--- src/rtl/vga_timing_gen_if.sv ---
// vga_timing_gen_if: raster, strobe and look-ahead fetch outputs of vga_timing_gen.
// frame_cnt exists only when VGA_FRAME_CNT_EN is defined.
interface vga_timing_gen_if #(
  parameter int CW = 11
);
  logic          hsync;
  logic          vsync;
  logic          blank_b;
  logic [CW-1:0] hcnt;
  logic [CW-1:0] vcnt;
  logic          line_start;
  logic          frame_start;
  logic          req_valid;
  logic [CW-1:0] req_x;
  logic [CW-1:0] req_y;
`ifdef VGA_FRAME_CNT_EN
  logic [15:0]   frame_cnt;
  modport master (output hsync, vsync, blank_b, hcnt, vcnt, line_start, frame_start,
                  req_valid, req_x, req_y, frame_cnt);
  modport slave  (input hsync, vsync, blank_b, hcnt, vcnt, line_start, frame_start,
                  req_valid, req_x, req_y, frame_cnt);
`else
  modport master (output hsync, vsync, blank_b, hcnt, vcnt, line_start, frame_start,
                  req_valid, req_x, req_y);
  modport slave  (input hsync, vsync, blank_b, hcnt, vcnt, line_start, frame_start,
                  req_valid, req_x, req_y);
`endif
endinterface

--- src/rtl/vga_timing_gen.sv ---
// vga_timing_gen: parametrised VGA raster timing with a look-ahead fetch position.
// Define VGA_FRAME_CNT_EN to build the 16-bit frame_cnt output.
module vga_timing_gen #(
  parameter int CW        = 11,
  parameter int HACTIVE   = 640,
  parameter int HFP       = 16,
  parameter int HSYN      = 96,
  parameter int HBP       = 48,
  parameter int VACTIVE   = 480,
  parameter int VFP       = 10,
  parameter int VSYN      = 2,
  parameter int VBP       = 33,
  parameter bit HSYNC_POL = 1'b0,
  parameter bit VSYNC_POL = 1'b0,
  parameter int LEAD      = 2
) (
  input  logic             vgaclk,
  input  logic             reset_n,
  input  logic             en,
  vga_timing_gen_if.master vif
);
  localparam int HTOTAL = HACTIVE + HFP + HSYN + HBP;
  localparam int VTOTAL = VACTIVE + VFP + VSYN + VBP;

  if (HTOTAL > (1 << CW) || VTOTAL > (1 << CW)) begin : g_bad_total
    $error("vga_timing_gen: HTOTAL or VTOTAL does not fit in CW bits");
  end
  if (LEAD < 1 || LEAD > HTOTAL - 1) begin : g_bad_lead
    $error("vga_timing_gen: LEAD must lie in 1..HTOTAL-1");
  end

  localparam logic [CW-1:0] H_LAST = CW'(HTOTAL - 1);
  localparam logic [CW-1:0] V_LAST = CW'(VTOTAL - 1);
  localparam logic [CW-1:0] X_RST  = CW'(LEAD);

  function automatic logic in_rng(input logic [CW-1:0] p, input int lo, input int hi);
    return int'(p) >= lo && int'(p) < hi;
  endfunction

  logic [CW-1:0] hcnt_q, hcnt_d, vcnt_q, vcnt_d;
  logic [CW-1:0] x_q, x_d, y_q, y_d;
  logic          hsync_q, hsync_d, vsync_q, vsync_d, blank_q, blank_d;
  logic          ls_q, ls_d, fs_q, fs_d, rv_q, rv_d;
  logic          h_wrap, x_wrap;

  // Outputs are decoded from the next counter values so they register on the same edge.
  always_comb begin
    h_wrap  = hcnt_q == H_LAST;
    x_wrap  = x_q == H_LAST;
    hcnt_d  = h_wrap ? '0 : hcnt_q + CW'(1);
    vcnt_d  = h_wrap ? (vcnt_q == V_LAST ? '0 : vcnt_q + CW'(1)) : vcnt_q;
    x_d     = x_wrap ? '0 : x_q + CW'(1);
    y_d     = x_wrap ? (y_q == V_LAST ? '0 : y_q + CW'(1)) : y_q;
    hsync_d = in_rng(hcnt_d, HACTIVE + HFP, HACTIVE + HFP + HSYN) ? HSYNC_POL : ~HSYNC_POL;
    vsync_d = in_rng(vcnt_d, VACTIVE + VFP, VACTIVE + VFP + VSYN) ? VSYNC_POL : ~VSYNC_POL;
    blank_d = in_rng(hcnt_d, 0, HACTIVE) && in_rng(vcnt_d, 0, VACTIVE);
    ls_d    = hcnt_d == '0;
    fs_d    = ls_d && vcnt_d == '0;
    rv_d    = in_rng(x_d, 0, HACTIVE) && in_rng(y_d, 0, VACTIVE);
  end

  always_ff @(posedge vgaclk or negedge reset_n) begin
    if (!reset_n) begin
      hcnt_q  <= '0;
      vcnt_q  <= '0;
      x_q     <= X_RST;
      y_q     <= '0;
      hsync_q <= ~HSYNC_POL;
      vsync_q <= ~VSYNC_POL;
      blank_q <= 1'b1;
      ls_q    <= 1'b1;
      fs_q    <= 1'b1;
      rv_q    <= LEAD < HACTIVE;
    end else if (en) begin
      hcnt_q  <= hcnt_d;
      vcnt_q  <= vcnt_d;
      x_q     <= x_d;
      y_q     <= y_d;
      hsync_q <= hsync_d;
      vsync_q <= vsync_d;
      blank_q <= blank_d;
      ls_q    <= ls_d;
      fs_q    <= fs_d;
      rv_q    <= rv_d;
    end
  end

  assign vif.hcnt        = hcnt_q;
  assign vif.vcnt        = vcnt_q;
  assign vif.req_x       = x_q;
  assign vif.req_y       = y_q;
  assign vif.hsync       = hsync_q;
  assign vif.vsync       = vsync_q;
  assign vif.blank_b     = blank_q;
  assign vif.line_start  = ls_q;
  assign vif.frame_start = fs_q;
  assign vif.req_valid   = rv_q;

`ifdef VGA_FRAME_CNT_EN
  logic [15:0] frame_cnt_q, frame_cnt_d;

  always_comb frame_cnt_d = frame_cnt_q + 16'(h_wrap && vcnt_q == V_LAST);

  always_ff @(posedge vgaclk or negedge reset_n) begin
    if (!reset_n) frame_cnt_q <= '0;
    else if (en)  frame_cnt_q <= frame_cnt_d;
  end

  assign vif.frame_cnt = frame_cnt_q;
`endif
endmodule

--- src/flat_wrapper.sv ---
// flat-port wrapper written by rule: the top's interface ports become plain ports
module vga_timing_gen_flat 
#(
  parameter int CW        = 11,
  parameter int HACTIVE   = 640,
  parameter int HFP       = 16,
  parameter int HSYN      = 96,
  parameter int HBP       = 48,
  parameter int VACTIVE   = 480,
  parameter int VFP       = 10,
  parameter int VSYN      = 2,
  parameter int VBP       = 33,
  parameter bit HSYNC_POL = 1'b0,
  parameter bit VSYNC_POL = 1'b0,
  parameter int LEAD      = 2
)
  (vgaclk, reset_n, en, vif_hsync, vif_vsync, vif_blank_b, vif_hcnt, vif_vcnt, vif_line_start, vif_frame_start, vif_req_valid, vif_req_x, vif_req_y);
  vga_timing_gen_if #(.CW(CW)) vif_i ();
  input  logic vgaclk;
  input  logic reset_n;
  input  logic en;
  output wire logic [$bits(vif_i.hsync)-1:0] vif_hsync;
  output wire logic [$bits(vif_i.vsync)-1:0] vif_vsync;
  output wire logic [$bits(vif_i.blank_b)-1:0] vif_blank_b;
  output wire logic [$bits(vif_i.hcnt)-1:0] vif_hcnt;
  output wire logic [$bits(vif_i.vcnt)-1:0] vif_vcnt;
  output wire logic [$bits(vif_i.line_start)-1:0] vif_line_start;
  output wire logic [$bits(vif_i.frame_start)-1:0] vif_frame_start;
  output wire logic [$bits(vif_i.req_valid)-1:0] vif_req_valid;
  output wire logic [$bits(vif_i.req_x)-1:0] vif_req_x;
  output wire logic [$bits(vif_i.req_y)-1:0] vif_req_y;
  assign vif_hsync = vif_i.hsync;
  assign vif_vsync = vif_i.vsync;
  assign vif_blank_b = vif_i.blank_b;
  assign vif_hcnt = vif_i.hcnt;
  assign vif_vcnt = vif_i.vcnt;
  assign vif_line_start = vif_i.line_start;
  assign vif_frame_start = vif_i.frame_start;
  assign vif_req_valid = vif_i.req_valid;
  assign vif_req_x = vif_i.req_x;
  assign vif_req_y = vif_i.req_y;
  vga_timing_gen #(.CW(CW), .HACTIVE(HACTIVE), .HFP(HFP), .HSYN(HSYN), .HBP(HBP), .VACTIVE(VACTIVE), .VFP(VFP), .VSYN(VSYN), .VBP(VBP), .HSYNC_POL(HSYNC_POL), .VSYNC_POL(VSYNC_POL), .LEAD(LEAD)) u_core (.vgaclk(vgaclk), .reset_n(reset_n), .en(en), .vif(vif_i));
endmodule
--- config.mk ---
export PLATFORM = sky130hd
export DESIGN_NAME = vga_timing_gen_flat
export DESIGN_NICKNAME = d
export VERILOG_FILES = /design/src/rtl/vga_timing_gen_if.sv /design/src/rtl/vga_timing_gen.sv /design/src/flat_wrapper.sv
export SDC_FILE = /design/constraint.sdc
export NUM_CORES = 1
export LEC_CHECK = 0
export ABC_AREA = 1
export ABC_CLOCK_PERIOD_IN_PS = 2200
export BUFFER_PORTS_ARGS = -buffer_cell sky130_fd_sc_hd__buf_2
export CAP_MARGIN = 20
export CORE_MARGIN = 10
export CORE_UTILIZATION = 58
export CTS_CLUSTER_DIAMETER = 60
export DETAILED_ROUTE_END_ITERATION = 10
export HOLD_SLACK_MARGIN = 0.1
export PLACE_DENSITY = 0.8
export SKIP_LAST_GASP = 1
export SYNTH_ARGS = -nofsm -noshare
export SYNTH_HDL_FRONTEND = slang
export SYNTH_SLANG_ARGS = --single-unit
--- constraint.sdc ---
create_clock -name vgaclk -period 2.2 [get_ports vgaclk]
set_input_delay 0.44 -clock vgaclk [delete_from_list [all_inputs] [get_ports vgaclk]]
set_output_delay 0.44 -clock vgaclk [all_outputs]
set_load 0.01 [all_outputs]
==> results summary, run 1 <==
The via count of the first global-routing pass came out at 3291. The largest stage delay on the critical path came out at 450 ps. The layout filler cell count came out at 529. The clock tree from TritonCTS is built.

In the routed design, unresolved DRC markers number 0. The final critical path takes up 90.6% of the cycle. The share of the synthesized area in the top cell type came out at 31.0%.

Setup repair after global routing left no endpoint under its margin. The final max-slew violation count is 0. The initial antenna violation count came out at 0. Routability-driven placement finished with a final weighted congestion of 0.925.

The summed instance area of the synthesized netlist came out at 0.00348 sq mm. In this run, synthesis inferred 0 flip-flops with an integrated enable. The simple-gate share of the synthesized area is 42.1%. The detailed placer's ending HPWL came out at 6.74 mm. The synthesized instance count is 528. The biggest area contributor in the post-synthesis netlist is sky130_fd_sc_hd__dfrtp_1. The final layout contains 590 nets. The area of the die came out at 0.00949 sq mm. In this run, CTS created clock tree buffers numbering 5. The number of antenna diodes in the final layout is 0. The worst path meets setup with 206 ps of slack. The global-route usage over all layers is 19.1%.

The first detailed-routing pass took 5 iterations. Data on the critical path arrives at its endpoint at 2260 ps. The worst setup path is launched from a register. The number of I/O port buffers is 52.

The transition time of the tightest slew-check pin came out at 627 ps. By area the synthesized netlist is led by sky130_fd_sc_hd__dfrtp_1, sky130_fd_sc_hd__nand2_1, sky130_fd_sc_hd__nand3_1. Clock latency on the worst-skew pair, taken at its later pin, is 320 ps. The setup path with the least slack is of type register to register. The total overflow left after global routing is 0. The timing startpoint of the critical path is u_core.vif.hcnt[0]. Static timing analysis puts the maximum clock frequency at 0.501 GHz. By area, the combinational part of the netlist is dominated by simple AND/OR/NAND/NOR gates. The cts-stage hold buffer count is 0. The slowest stage of the critical path belongs to the cell sky130_fd_sc_hd__dfrtp_1.

The area share of fa/ha/maj cells after synthesis came out at 2.52%. The synthesized netlist net count came out at 538. The synthesized area per cell came out at 6.58 sq um. The run finished with clean final reports. The total number of clock tree sinks came out at 50. The maximum level of the CTS H-tree is 2. The proportion of synthesized area in mux cells came out at 0%.

Compared with the post-synthesis result, the final layout area differs by 12.1%. The largest fanout of any net on the critical path is 6. On the critical path the largest part of the delay comes from simple AND/OR/NAND/NOR gates. The count of different cell masters after synthesis came out at 31. The cell that appears most often on the critical path is sky130_fd_sc_hd__nand2_1.

The cell sitting at the root of the clock tree is a sky130_fd_sc_hd__clkbuf_8. The proportion of register bits with asynchronous set or reset after synthesis came out at 100%. The maximum number of pins on one net before global-route repair came out at 59. The critical path goes through ha_2, nand2_1, nor2_2, nand3_1, nor2_2, nand3_1, nand2_1, nand2_1, nor2_1, nand2_1, nor2_1, nor2_1. sky130_fd_sc_hd__nand2_1 is the most common cell in the netlist. The count of synthesis-stage warnings from yosys came out at 0. Sequential cells were found to cover 36.2% of the synthesized design area.

The post-layout utilization of the core came out at 66.2%. Cells with a size suffix above 1 make up 16.4% of the layout. The startpoint identified for the worst register-to-register timing path is u_core.vif.hcnt[0]. The xor and xnor area share after synthesis is 1.51%. Wire segments on met3 add up to 632 um in the final route.

The average wire per cell in the routed design came out at 13.7 um. STA classifies the critical path endpoint as a register. The number of standard-cell rows in the floorplan is 28.

The final clock skew came out at 7.05 ps. In this run the tightest slew margin relative to its limit is 58.2%. The wire length of the first global-routing pass came out at 15.4 mm.

Ranked by instance count, the synthesized netlist is headed by sky130_fd_sc_hd__nand2_1, sky130_fd_sc_hd__inv_1, sky130_fd_sc_hd__nand3_1. From bottom edge to top edge, the die measures 97.4 um. The total of flip-flops plus latches after synthesis came out at 50. The placed standard-cell area came out at 0.00378 sq mm.

The number of maximum-capacitance constraint violations is 0. For this design the static power due to leakage is 0.00200 uW. The count of final hold-check violations was 0.

The detailed router used layers up to and including met4. The synthesized-area fraction occupied by ao, oa, aoi and oai cells came out at 7.63%. The I/O pin total came out at 53. The number of buffers between clock root and the deepest sink came out at 2.

The total length of routed met2 wires is 4.41 mm. The met1 routed wirelength after detailed routing came out at 3.78 mm. The via count is 3519. Setup violations remaining at the end of the flow were counted as 0. The path class of the tightest hold or removal check is input port to asynchronous set/reset pin. After clock tree synthesis, the clock-pin slew on the worst setup and hold paths is 110 ps. The initial core utilization came out at 59.1%.

Power spread over the standard cell area amounts to 800 mW/mm^2. For this run, the leading register cell type out of synthesis is sky130_fd_sc_hd__dfrtp_1. The worst supply voltage drop on vdd came out at 0.569 mV. The required time of the worst setup path came out at 2460 ps. Counting both buffers and inverters, the worst setup path holds a total of 0. The count of nets left with antenna violations once routing finished came out at 0.

The worst setup timing slack at the placement stage is 143 ps. Summed over all layers, the routed wires come to 8.97 mm. The x dimension of the die is 97.4 um.

The post-detailed-route via-to-cell ratio is 5.36. The final instance area came out at 0.00390 sq mm. The number of violations reported at the end of detailed-routing iteration 0 is 210. The final critical-path required period is 1990 ps. The core box area came out at 0.00589 sq mm. The total negative slack for setup checks is 0 ps.
[power by group]
group          switching (uW)  total, uW  internal (uW)
sequential                299       1410           1120
combinational             696       1100            405
clock                     363        602            239
total                    1360       3120           1760
[per-layer routing]
metal,global-route usage (%),vias up
met5,0,-
met4,5.82,0
met3,4.55,20
met2,32.8,123
met1,22.8,1594
li1,-,1782
[path summary, 6_finish.rpt]
check | endpoint | slack [ps] | cells after the start
min reg2reg | u_core.vif.blank_b | 480 | 2
max | u_core.vif.vsync | 210 | 12
min in group vgaclk | u_core.vif.req_x[1] | 460 | 3
min | u_core.vif.vcnt[5] | 210 | 2
max reg2reg | u_core.vif.vsync | 210 | 12
max in group asynchronous | u_core.vif.vcnt[3] | 1570 | 2
[area by class of cell]
type	instances	area, sq um	area share, %
repair buffers	58	318	8.15
clock inverters	3	28.8	0.738
flip-flops and latches	50	1260	32.3
clock buffers	5	68.8	1.77
well taps	75	93.8	2.41
inverters	68	256	6.58
multi-input cells	397	1870	48.0
[stage by stage]
| stage | total power [uW] | hold slack (ps) | std cells |
|---|---|---|---|
| floorplan | 2120 | 144 | 528 |
| global placement | 2490 | 457 | 646 |
| detailed placement | 2530 | 465 | 646 |
| CTS | 3140 | 230 | 654 |
| global route | 3370 | 269 | 656 |
| finish | 3120 | 208 | 656 |
[state kept, by name, summed over array words and instances, names as in the netlist]
signal,flops
u_core.vif.req_valid,1
u_core.vif.blank_b,1
u_core.vif.vsync,1
u_core.vif.hsync,1
u_core.vif.hcnt,11
u_core.vif.req_y,11
u_core.vif.vcnt,11
u_core.vif.req_x,11
u_core.vif.frame_start,1
u_core.vif.line_start,1
[cells in the final DEF (no fill, tap or decap), types with 2 or more instances in the layout]
| cell | n |
|---|---|
| sky130_fd_sc_hd__dfrtp_1 | 43 |
| sky130_fd_sc_hd__nand2_1 | 177 |
| sky130_fd_sc_hd__o21ai_0 | 43 |
| sky130_fd_sc_hd__nor3_1 | 6 |
| sky130_fd_sc_hd__xor2_1 | 5 |
| sky130_fd_sc_hd__nand3_2 | 4 |
| sky130_fd_sc_hd__nor2_4 | 2 |
| sky130_fd_sc_hd__dfstp_2 | 7 |
| sky130_fd_sc_hd__nand3_1 | 57 |
| sky130_fd_sc_hd__o21a_1 | 2 |
| sky130_fd_sc_hd__nand2_2 | 4 |
| sky130_fd_sc_hd__nor2_2 | 8 |
| sky130_fd_sc_hd__a21oi_1 | 4 |
| sky130_fd_sc_hd__inv_1 | 66 |
| sky130_fd_sc_hd__buf_4 | 5 |
| sky130_fd_sc_hd__clkbuf_8 | 5 |
| sky130_fd_sc_hd__o21bai_1 | 2 |
| sky130_fd_sc_hd__buf_2 | 52 |
| sky130_fd_sc_hd__ha_1 | 6 |
| sky130_fd_sc_hd__nor2_1 | 56 |
| sky130_fd_sc_hd__nand4_1 | 15 |
[repair_timing]
action | in CTS | in global routing
gates resized for setup | 0 | 1
setup endpoints to repair | 0 | 3
buffers inserted | 0 | 2
[worst register-to-register path: cells and delay by family, from the launching register on]
| family | cells | cell delay [ps] |
|---|---|---|
| adder cells (fa/ha/maj) | 1 | 280 |
| flip-flops | 1 | 450 |
| AND/OR/NAND/NOR | 11 | 1220 |
[kinds of logic (layout without fill, tap and decap cells)]
logic type / after synthesis / count (layout)
AOI/OAI and AO/OA: 51 / 51
xor gates and xnor gates: 6 / 6
adders and majority gates: 7 / 7
buffers and inverters: 81 / 134
DFF: 50 / 50
and+or+nand+nor: 333 / 333
No activity file was read; power rests on OpenSTA's default activity.
==> run 2, diff against run 1 <==
Settings changed: PLACE_DENSITY 0.8 to 0.81.
==> run 2 against run 1 <==
Net effect:
- global-route usage decreased by 0.46 points
- total power increased by 1.8%
- sequential cell count unchanged
- register-to-register slack improved by 20 ps
- wire length about the same
- clock power increased by 11%
- fmax increased by 1.2%
- hold slack improved by 4.0 ps
- die area unchanged
- critical path type unchanged
- critical endpoint unchanged
==> results summary, run 2 (same netlist as run 1, synthesis figures left out) <==
Run status: finished clean (unchanged). The transition time of the tightest slew-check pin came out at 644 ps (was 627 ps). The required time of the worst setup path came out at 2450 ps (was 2460 ps). The timing startpoint of the critical path is u_core.vif.hcnt[0] (unchanged). The largest fanout of any net on the critical path was 6 (unchanged). RSZ-0062 raised after global routing: no (unchanged). The global placement routability congestion came to 0.920 (was 0.925). The maximum number of pins on one net before global-route repair came out at 51 (was 59). The root buffer cell is sky130_fd_sc_hd__clkbuf_8 (unchanged). The total negative slack for setup checks came out at 0 ps (unchanged).

The critical path class is register to register (unchanged). The final clock skew came to 11.6 ps (was 7.05 ps). The global-route usage over all layers is 18.6% (was 19.1%). The most common cell after layout, fill and taps aside is sky130_fd_sc_hd__nand2_1 (unchanged). The count of cells along the worst register-to-register path came out at 10 (was 12).

The capturing point of the worst reg2reg path is u_core.vif.vsync (unchanged). The placed standard-cell area was 0.00377 sq mm (was 0.00378 sq mm). The normalized max-slew margin came to 57.1% (was 58.2%). The worst supply voltage drop on vdd came to 0.511 mV (was 0.569 mV). The detailed placer's ending HPWL is 6.81 mm (was 6.74 mm). The count of final hold-check violations is 0 (unchanged). The via count of the first global-routing pass is 3231 (was 3291). The number of clock buffers inserted by TritonCTS was 5 (unchanged).

The number of failing setup endpoints in the final timing report was 0 (unchanged). The last element of the critical path was u_core.vif.vsync (unchanged). The number of buffers between clock root and the deepest sink came out at 2 (unchanged). The data arrival time of the critical path came to 2220 ps (was 2260 ps). The x dimension of the die came out at 97.4 um (unchanged). The register clock-pin slew on the reported worst setup and hold paths came out at 100 ps (was 110 ps). The power density over the cells is 811 mW/mm^2 (was 800 mW/mm^2). The overall die height came out at 97.4 um (unchanged). The class of the tightest hold or removal check is input port to asynchronous set/reset pin (unchanged). The post-route clock period utilization came out at 89.5% (was 90.6%). The capturing element type of the critical path was a register (unchanged).

The clock tree from TritonCTS is built (unchanged). The number of antenna-violating nets in the routed design came to 0 (unchanged). The number of I/O port buffers is 52 (unchanged).

The minimum setup slack among reg-to-reg paths came out at 230 ps (was 210 ps). The area of the die is 0.00949 sq mm (unchanged). The number of maximum-capacitance constraint violations came to 0 (unchanged). The number of violations reported at the end of detailed-routing iteration 0 came out at 147 (was 210). The first-pass iteration count of the detailed router came to 5 (unchanged). The wire length reported by the detailed router came out at 8.98 mm (was 8.97 mm). The average wire per cell in the routed design is 13.6 um (was 13.7 um). The final max-slew violation count is 0 (unchanged). The final critical-path required period is 1970 ps (was 1990 ps).

The final instance area is 0.00391 sq mm (was 0.00390 sq mm). The total number of nets in the final design was 592 (was 590). The final antenna diode count came out at 0 (unchanged). The fraction of layout instances using a drive strength above 1 is 16.6% (was 16.4%). The initial core utilization came out at 59.1% (unchanged). The post-detailed-route via-to-cell ratio is 5.35 (was 5.36). The DRC violations left was 0 (unchanged).

The launching point of the worst reg2reg path is u_core.vif.hcnt[0] (unchanged). The initial antenna violation count came out at 0 (unchanged). Top library cells by usage in the layout, fill and taps aside: sky130_fd_sc_hd__nand2_1, sky130_fd_sc_hd__inv_1, sky130_fd_sc_hd__nand3_1 (unchanged).

The maximum level of the CTS H-tree is 2 (unchanged). The total number of clock tree sinks is 50 (unchanged). The aggregate global routing overflow was 0 (unchanged). The worst-skew pair later-pin latency came out at 310 ps (was 320 ps).

The wire length of the first global-routing pass came to 15.2 mm (was 15.4 mm). The number of standard-cell rows in the floorplan came to 28 (unchanged). The fmax came out at 0.508 GHz (was 0.501 GHz). The area added between synthesis and finish came out at 12.6% (was 12.1%). The launching element type of the critical path was a register (unchanged). The I/O pin total came out at 53 (unchanged). The core box area is 0.00589 sq mm (unchanged). The static power due to leakage came out at 0.00201 uW (was 0.00200 uW). The via count was 3523 (was 3519).
-- run 2: cell types whose count changed in the layout (fill, tap and decap cells not counted), sizes merged --
cell    before  now
buf         58   60
bufinv       0    1
inv         69   68
-- run 2: layout make-up --
class                   count  area, sq um
repair buffers             60          320
clock inverters             3         43.8
well taps                  75         93.8
inverters                  68          256
clock buffers               5         68.8
fillers                   548         1970
flip-flops and latches     50         1260
multi-input cells         397         1870
-- run 2: how the worst min path moves through the flow --
| stage | cells after the start | slack [ps] | end | from |
|---|---|---|---|---|
| 2_1_floorplan | 0 | 140 | u_core.vif.hcnt[0] | reset_n |
| 3_3_place_gp | 2 | 460 | u_core.vif.blank_b | u_core.vif.blank_b |
| 3_5_place_dp | 2 | 460 | u_core.vif.blank_b | u_core.vif.blank_b |
| 4_1_cts | 2 | 250 | u_core.vif.vcnt[6] | reset_n |
| 5_1_grt | 2 | 270 | u_core.vif.vcnt[5] | reset_n |
| 6_report | 2 | 210 | u_core.vif.vcnt[6] | reset_n |
-- run 2: timing repair --
action | CTS | global route
buffers inserted | 0 | 4
endpoints found under the setup margin | 0 | 3
hold buffers | 0 | 0
resized for setup | 0 | 1
-- run 2: critical path, stage by stage, from the launching register on --
cell,delay (ps)
sky130_fd_sc_hd__dfrtp_1,440
sky130_fd_sc_hd__ha_1,310
sky130_fd_sc_hd__nand2_1,90
sky130_fd_sc_hd__nor2_2,160
sky130_fd_sc_hd__nand4_1,230
sky130_fd_sc_hd__nand2_1,160
sky130_fd_sc_hd__nand2_1,80
sky130_fd_sc_hd__nor2_1,200
sky130_fd_sc_hd__nand2_1,80
sky130_fd_sc_hd__nor2_1,100
sky130_fd_sc_hd__nor2_1,50
-- run 2: per-layer routing --
| metal | track usage [%] | up-vias | routed length [um] |
|---|---|---|---|
| met5 | 0 | - | 0 |
| met4 | 6.60 | 0 | 163 |
| met3 | 4.13 | 18 | 542 |
| met2 | 33.1 | 110 | 4550 |
| met1 | 21.3 | 1610 | 3720 |
| li1 | - | 1785 | - |
-- run 2: report_power, final --
part	leakage [uW]	switching, uW	internal (uW)	total [uW]
clock	0.0000585	330	341	671
combinational	0.00135	689	394	1080
sequential	0.000607	303	1120	1420
-- run 2: metrics by stage --
| step | worst slack, ps | total power (uW) | utilization, % | std cells | hold slack [ps] |
|---|---|---|---|---|---|
| 2_1_floorplan | 455 | 2120 | - | 528 | 144 |
| 3_3_place_gp | 213 | 2480 | 64.1 | 646 | 460 |
| 3_5_place_dp | 157 | 2520 | 64.1 | 646 | 460 |
| 4_1_cts | 132 | 3190 | 66.0 | 654 | 247 |
| 5_1_grt | 4.56 | 3420 | 66.5 | 658 | 266 |
| 6_report | 230 | 3170 | 66.5 | 658 | 212 |
